$ cat src/rtl/seg7_display_driver.sv
// Time-multiplexed common-anode 8-digit hex display driver for the CPUOut word.
// Optional feature: SEG7_LEADING_ZERO_BLANK_EN suppresses digits above the highest nonzero nibble.
module seg7_display_driver #(
  parameter int unsigned DIV          = 50000,
  parameter int unsigned BLANK_CYCLES = 4,
  parameter int unsigned NUM_DIGITS   = 8
) (
  input  logic        CLK,
  input  logic        Reset,
  input  logic [31:0] CPUOut,
  output logic [6:0]  Seg,
  output logic        DP,
  output logic [7:0]  Anode
);

  localparam int unsigned PW = (DIV > 1) ? $clog2(DIV) : 1;

  typedef enum logic {BLANK, DRIVE} state_t;

  logic [PW-1:0] prescaler;
  logic [2:0]    index;
  logic [31:0]   snapshot;
  state_t        state;
  logic          tick;
  logic          lastDigit;
  logic          inBlank;
  logic          digitOn;
  logic [3:0]    nibble;

  function automatic logic [6:0] hexSeg(input logic [3:0] v);
    case (v)
      4'h0: hexSeg = 7'h40;
      4'h1: hexSeg = 7'h79;
      4'h2: hexSeg = 7'h24;
      4'h3: hexSeg = 7'h30;
      4'h4: hexSeg = 7'h19;
      4'h5: hexSeg = 7'h12;
      4'h6: hexSeg = 7'h02;
      4'h7: hexSeg = 7'h78;
      4'h8: hexSeg = 7'h00;
      4'h9: hexSeg = 7'h10;
      4'hA: hexSeg = 7'h08;
      4'hB: hexSeg = 7'h03;
      4'hC: hexSeg = 7'h46;
      4'hD: hexSeg = 7'h21;
      4'hE: hexSeg = 7'h06;
      default: hexSeg = 7'h0E;
    endcase
  endfunction

  assign tick      = (prescaler == PW'(DIV - 1));
  assign lastDigit = (index == 3'(NUM_DIGITS - 1));
  assign nibble    = 4'(snapshot >> {index, 2'b00});

  // A zero-length blanking interval must not turn into a constant comparison.
  generate
    if (BLANK_CYCLES == 0) begin : gNoBlank
      assign inBlank = 1'b0;
    end else begin : gBlank
      assign inBlank = (prescaler < PW'(BLANK_CYCLES));
    end
  endgenerate

`ifdef SEG7_LEADING_ZERO_BLANK_EN
  logic [2:0] hiDigit;

  function automatic logic [2:0] topNibble(input logic [31:0] v);
    topNibble = '0;
    for (int unsigned i = 0; i < 8; i++) begin
      if (4'(v >> (4 * i)) != 4'h0) topNibble = 3'(i);
    end
  endfunction

  always_ff @(posedge CLK or posedge Reset) begin
    if (Reset)                              hiDigit <= '0;
    else if (prescaler == '0 && index == '0) hiDigit <= topNibble(CPUOut);
  end

  assign digitOn = (index <= hiDigit);
`else
  assign digitOn = 1'b1;
`endif

  always_ff @(posedge CLK or posedge Reset) begin
    if (Reset) begin
      prescaler <= '0;
      index     <= '0;
      snapshot  <= '0;
      state     <= BLANK;
      Seg       <= 7'h7F;
      DP        <= 1'b1;
      Anode     <= 8'hFF;
    end else begin
      prescaler <= tick ? '0 : prescaler + PW'(1);
      if (tick) index <= lastDigit ? '0 : index + 3'd1;
      if (prescaler == '0 && index == '0) snapshot <= CPUOut;
      DP <= 1'b1;
      // state records the phase that the outputs are presenting this cycle
      if (inBlank) begin
        state <= BLANK;
        Anode <= 8'hFF;
        Seg   <= 7'h7F;
      end else begin
        state <= DRIVE;
        if (digitOn) begin
          Anode <= ~(8'b1 << index);
          Seg   <= hexSeg(nibble);
        end else begin
          Anode <= 8'hFF;
          Seg   <= 7'h7F;
        end
      end
    end
  end

endmodule
$ cat config.mk
export PLATFORM = sky130hd
export DESIGN_NAME = seg7_display_driver
export DESIGN_NICKNAME = d
export VERILOG_FILES = /design/src/rtl/seg7_display_driver.sv
export SDC_FILE = /design/constraint.sdc
export NUM_CORES = 1
export LEC_CHECK = 0
export CORE_ASPECT_RATIO = 0.75
export CORE_MARGIN = 8
export CORE_UTILIZATION = 31
export DETAILED_ROUTE_END_ITERATION = 10
export PLACE_DENSITY = 0.56
export SLEW_MARGIN = 20
export SYNTH_ARGS = -nofsm -noshare
export SYNTH_HDL_FRONTEND = slang
export SYNTH_SLANG_ARGS = --single-unit
$ cat constraint.sdc
create_clock -name CLK -period 7.19 [get_ports CLK]
set_clock_uncertainty 0.05 [all_clocks]
set_input_delay 1.0785 -clock CLK [delete_from_list [all_inputs] [get_ports CLK]]
set_output_delay 1.0785 -clock CLK [all_outputs]
set_load 0.02 [all_outputs]
# Yosys cells after proc, flatten, opt, wreduce, memory -nomap -nowiden
# Memory sizes are Yosys's and may differ from the RTL's.
# Cells that the tools add are included.
[classes]
shift = 2
muxes = 4
add_sub_neg = 2
n_lt_le_gt_ge = 1
reduce_logical = 3
bitwise = 1
n_eq_ne = 2
[ops]
columns = ["cell", "n"]
rows = [
  ["32-bit by 5-bit right shift with 4-bit output", 1],
  ["16-bit by 1-bit adder with 16-bit output (second input constant)", 1],
  ["16-bit equality test (second input constant)", 1],
  ["16-bit logical NOT", 1],
  ["16-bit by 3-bit less-than comparator with 1-bit output (second input constant)", 1],
  ["16-bit 2-to-1 mux", 1],
  ["8-bit 2-to-1 mux", 1],
  ["8-bit inverter", 1],
  ["1-bit by 3-bit left shift with 8-bit output (first input constant)", 1],
  ["7-bit 2-to-1 mux", 1],
  ["3-bit by 1-bit adder with 3-bit output (second input constant)", 1],
  ["3-bit equality test (second input constant)", 1],
  ["3-bit logical NOT", 1],
  ["3-bit 2-to-1 mux", 1],
  ["1-bit logical AND", 1],
]
[word_totals]
rom_bits = 112
regBits = 66
mem_count = 1
elab_cells = 21
[mem_list]
columns = ["name", "depth", "width", "rd", "rd_ports_with_merged_regs", "write_ports", "line_no", "text"]
rows = [
  ["(name not given)", 16, 7, 1, 0, 0, "31", "case (v)"],
]

# Logic depth before layout (Yosys ltp)
[logic_depth]
word_depth = 3
mapped_depth = 9
mapped_depth_nobuf = 8

# Least setup slack after synthesis
# Ideal clock, no wire load.
[synth_path]
path_kind = "reg2reg"
startpoint = "reg index[0]"
endpoint = "reg Seg[0]"
setup_slack_ps = 4910
setup_ps = 95
synth_period_minus_slack_ps = 2280
arrival_time_ps = 2135
stages_incl_launch_ff = 8
required_time_ps = 7045
path_buffers = 1
cell_sequence = "dfrtp_1 > buf_6 > mux4_1 > mux2i_1 > inv_1 > ha_1 > a211oi_1 > o31ai_1"
[synth_between]
elab_chain_len = 3
[synth_rtl]
columns = ["element", "line_no", "text"]
rows = [
  ["start: declaration", "21", "logic [2:0] index;"],
  ["start signal: assignment", "95", "if (tick) index <= lastDigit ? '0 : index + 3'd1;"],
  ["32-bit by 5-bit right shift with 4-bit output", "53", "assign nibble = 4'(snapshot >> {index, 2'b00});"],
  ["memory 16 x 7 bit", "-", ""],
  ["7-bit 2-to-1 mux", "99", "if (inBlank) begin"],
  ["end signal: assignment", "107", "Seg <= hexSeg(nibble);"],
  ["end: declaration", "11", "output logic [6:0] Seg,"],
]
# Every way passes these cells.
# A chain may end at the register's enable or synchronous reset.

# Worst setup path after layout
# Same ends and word-level chain as after synthesis.

==> impl_metrics.tcl <==
set metrics [dict create \
    die-area_um2 14000 \
    cellPowerDensity_nw_per_um2 221 \
    ys_top_cells_by_area "dfrtp_1 40%, dfstp_2 12%, mux2_2 11%" \
    finalNetCount 355 \
    synthCells 254 \
    die_y_um 104 \
    status "completed" \
    irDropWorstVdd_mv 0.105 \
    clock_sinks 66 \
    num_vias 2094 \
    period_minus_slack_ns 2.99 \
    cts_resized 0 \
    grt_pass1_vias 2158 \
    wl_per_cell_um 14.8 \
    grt_max_degree 67 \
    async_reset_ff_share_pct 100 \
    ys_warn_count 0 \
    cts_inserted_buffers 9 \
    finalSetupTns_ns 0 \
    cp-end-kind "flip-flop" \
    dpl.hpwl_um 4720 \
    finalWirelength_um 6630 \
    cts_hold_buf 0 \
    worstPathRequired_ns 7.38 \
    ios 50 \
    slew_viol_final 0 \
    fp-row-count 32 \
    clockBufferDepth 2 \
    setup_viol 0 \
    grt_first_pass_wirelength_um 11200 \
    regToRegSetupSlack_ns 4.20 \
    final_layout_size_suffix_gt1_share_pct 24.0 \
    timing.rr.end "Seg[0]" \
    cts-root-buf "clkbuf_16" \
    start_util_pct 31.6 \
    worstPathArrival_ns 3.17 \
    leakage_nw 1.71 \
    first_pass_iters 4 \
    reg2reg_depth 5 \
    area_delta_synth_final_pct 28.6 \
    vias_per_cell 4.67 \
    place_congestion 0.866 \
    hold_class "reg2reg" \
    antenna_left 0 \
    max_cap_viol_count 0 \
    remaining_drc_errors 0 \
    power_w 0.000917 \
    hold_end "prescaler[10]" \
    relSlewSlack_pct 25.5 \
    hold_start "prescaler[10]" \
    worstReg2RegStart "index[0]" \
    worstSetupPathType "reg2reg" \
    ys_ff_latch 66 \
    whs_path_depth 1 \
    cp_max_fo 14 \
    hold_viol 0 \
    post_cts_buffers 0 \
    synthesis.area_um2 3230 \
    crit_start "index[0]" \
    tightest_slew_ns 1.09 \
    grt_use_total_pct 10.1 \
    clk_latency_ns 0.33 \
    synth-main-ff-cell "dfrtp_1" \
    cts_tree "yes" \
    yosys.area.top_type "dfrtp_1" \
    max_freq_ghz 0.335 \
    synth_edf_count 0 \
    yosys.cell_types.count 46 \
    antennaDiodeCount 0 \
    rsz0062_at_grt "no" \
    cts_htree_levels 3 \
    grt-ovfl-total 0 \
    synth.avg_cell_area_um2 12.7 \
    synth.top_cell.area_share_pct 39.5 \
    period_share_pct 41.5 \
    postLayoutCoreUtil_pct 40.6 \
    syn-num-nets 302 \
    die_w_um 134 \
    ys_seq_area_share_pct 51.7 \
    drt_first_iter_violations 91 \
    grt_antenna_before_repair 0 \
    port_buffers 48 \
    clkSlewWorstSetupHoldPaths_ns 0.06 \
    start_kind "flip-flop" \
    core_um2 10200 \
]
-- cells in the final DEF, fill, tap and decap left out, types with 2 or more instances in the layout --
cell type	n
dfrtp_1	51
clkdlybuf4s50_1	48
mux2_2	32
nor2_1	17
nand2_1	16
dfstp_2	15
nand3_1	15
ha_1	14
inv_1	12
clkbuf_16	10
xnor2_1	8
mux2i_1	7
xor2_1	6
mux4_1	5
nor4_1	4
o21ai_0	3
o221ai_1	3
nor3_1	3
a21oi_1	3
buf_4	3
nor4_2	2
a2bb2oi_1	2
nor2b_1	2
a2bb2o_1	2
mux2_1	2
clkinv_4	2
-- report_power, final --
group,leakage (nW),switching [W],internal (W)
combinational,0.770,0.0000284,0.0000376
clock,0.161,0.000159,0.000299
sequential,0.781,0.00000571,0.000387
total,1.71,0.000193,0.000724
-- routing by layer --
layer / share of wire [%] / wire length, µm / vias up / GRT usage, %
met5: 0 / 0 / - / 0
met4: 1.4 / 96 / 0 / 3.60
met3: 7.4 / 489 / 9 / 4.97
met2: 39 / 2580 / 57 / 13.1
met1: 52 / 3460 / 1017 / 14.0
li1: - / - / 1011 / -
-- synth_stat cells (3+ instances only) --
cell / n
mux2_2: 32
mux4_1: 5
xnor2_1: 8
dfstp_2: 15
nor4_1: 4
a21oi_1: 3
nor3_1: 3
o21ai_0: 3
ha_1: 14
dfrtp_1: 51
mux2i_1: 7
o221ai_1: 3
inv_1: 13
xor2_1: 6
nand3_1: 15
buf_6: 4
nor2_1: 17
nand2_1: 16
-- sequential cells by signal, indices dropped and copies added, names as in the netlist --
signal / flops
snapshot: 32
prescaler: 16
Anode: 8
Seg: 7
index: 3
-- final cells by class --
type                       instances  area, µm²
clock inverter                     5       58.8
sequential                        66       1670
tap                              136        170
multi-input combinational        166       1440
fill                             975       6060
clock buffer                      11        264
inverter                          13       48.8
timing repair buffer              51        503
-- worst max-delay path: stages, from the launching register on --
cell and delay (ns):
dfrtp_1 0.78, mux4_1 0.63, mux2i_1 0.86, o21ai_1 0.27, a21oi_1 0.21, o31ai_1 0.08
-- worst max path at each step --
| stage | end | slack [ns] | cells past startpoint |
|---|---|---|---|
| floorplan | index[0] | 4.43 | 1 |
| global placement | Seg[0] | 4.32 | 5 |
| detailed placement | Seg[0] | 4.25 | 5 |
| CTS | Seg[0] | 4.22 | 5 |
| global route | Seg[0] | 3.95 | 5 |
| finish | Seg[0] | 4.20 | 5 |
-- logic make-up after synthesis --
group | after synthesis | share of synthesized area [%]
XOR/XNOR | 14 | 3.80
flip-flops | 66 | 51.7
other | 1 | 0.116
buffers and inverters | 22 | 3.80
AO/OA/AOI/OAI | 19 | 4.42
adder cells (fa/ha/maj) | 14 | 5.43
multiplexers | 48 | 19.3
AND/OR/NAND/NOR | 70 | 11.4
-- metrics by stage --
step	std cells	setup WS (ns)	area (µm²)	hold WS (ns)
final	448	4.20	4150	0.449
after global routing	448	3.95	4150	0.462
after CTS	448	4.22	4150	0.450
after detailed placement	432	4.25	3830	0.427
after global placement	432	4.32	3830	0.425
after floorplan	254	4.43	3230	0.399
No activity file was read; power rests on OpenSTA's default activity.
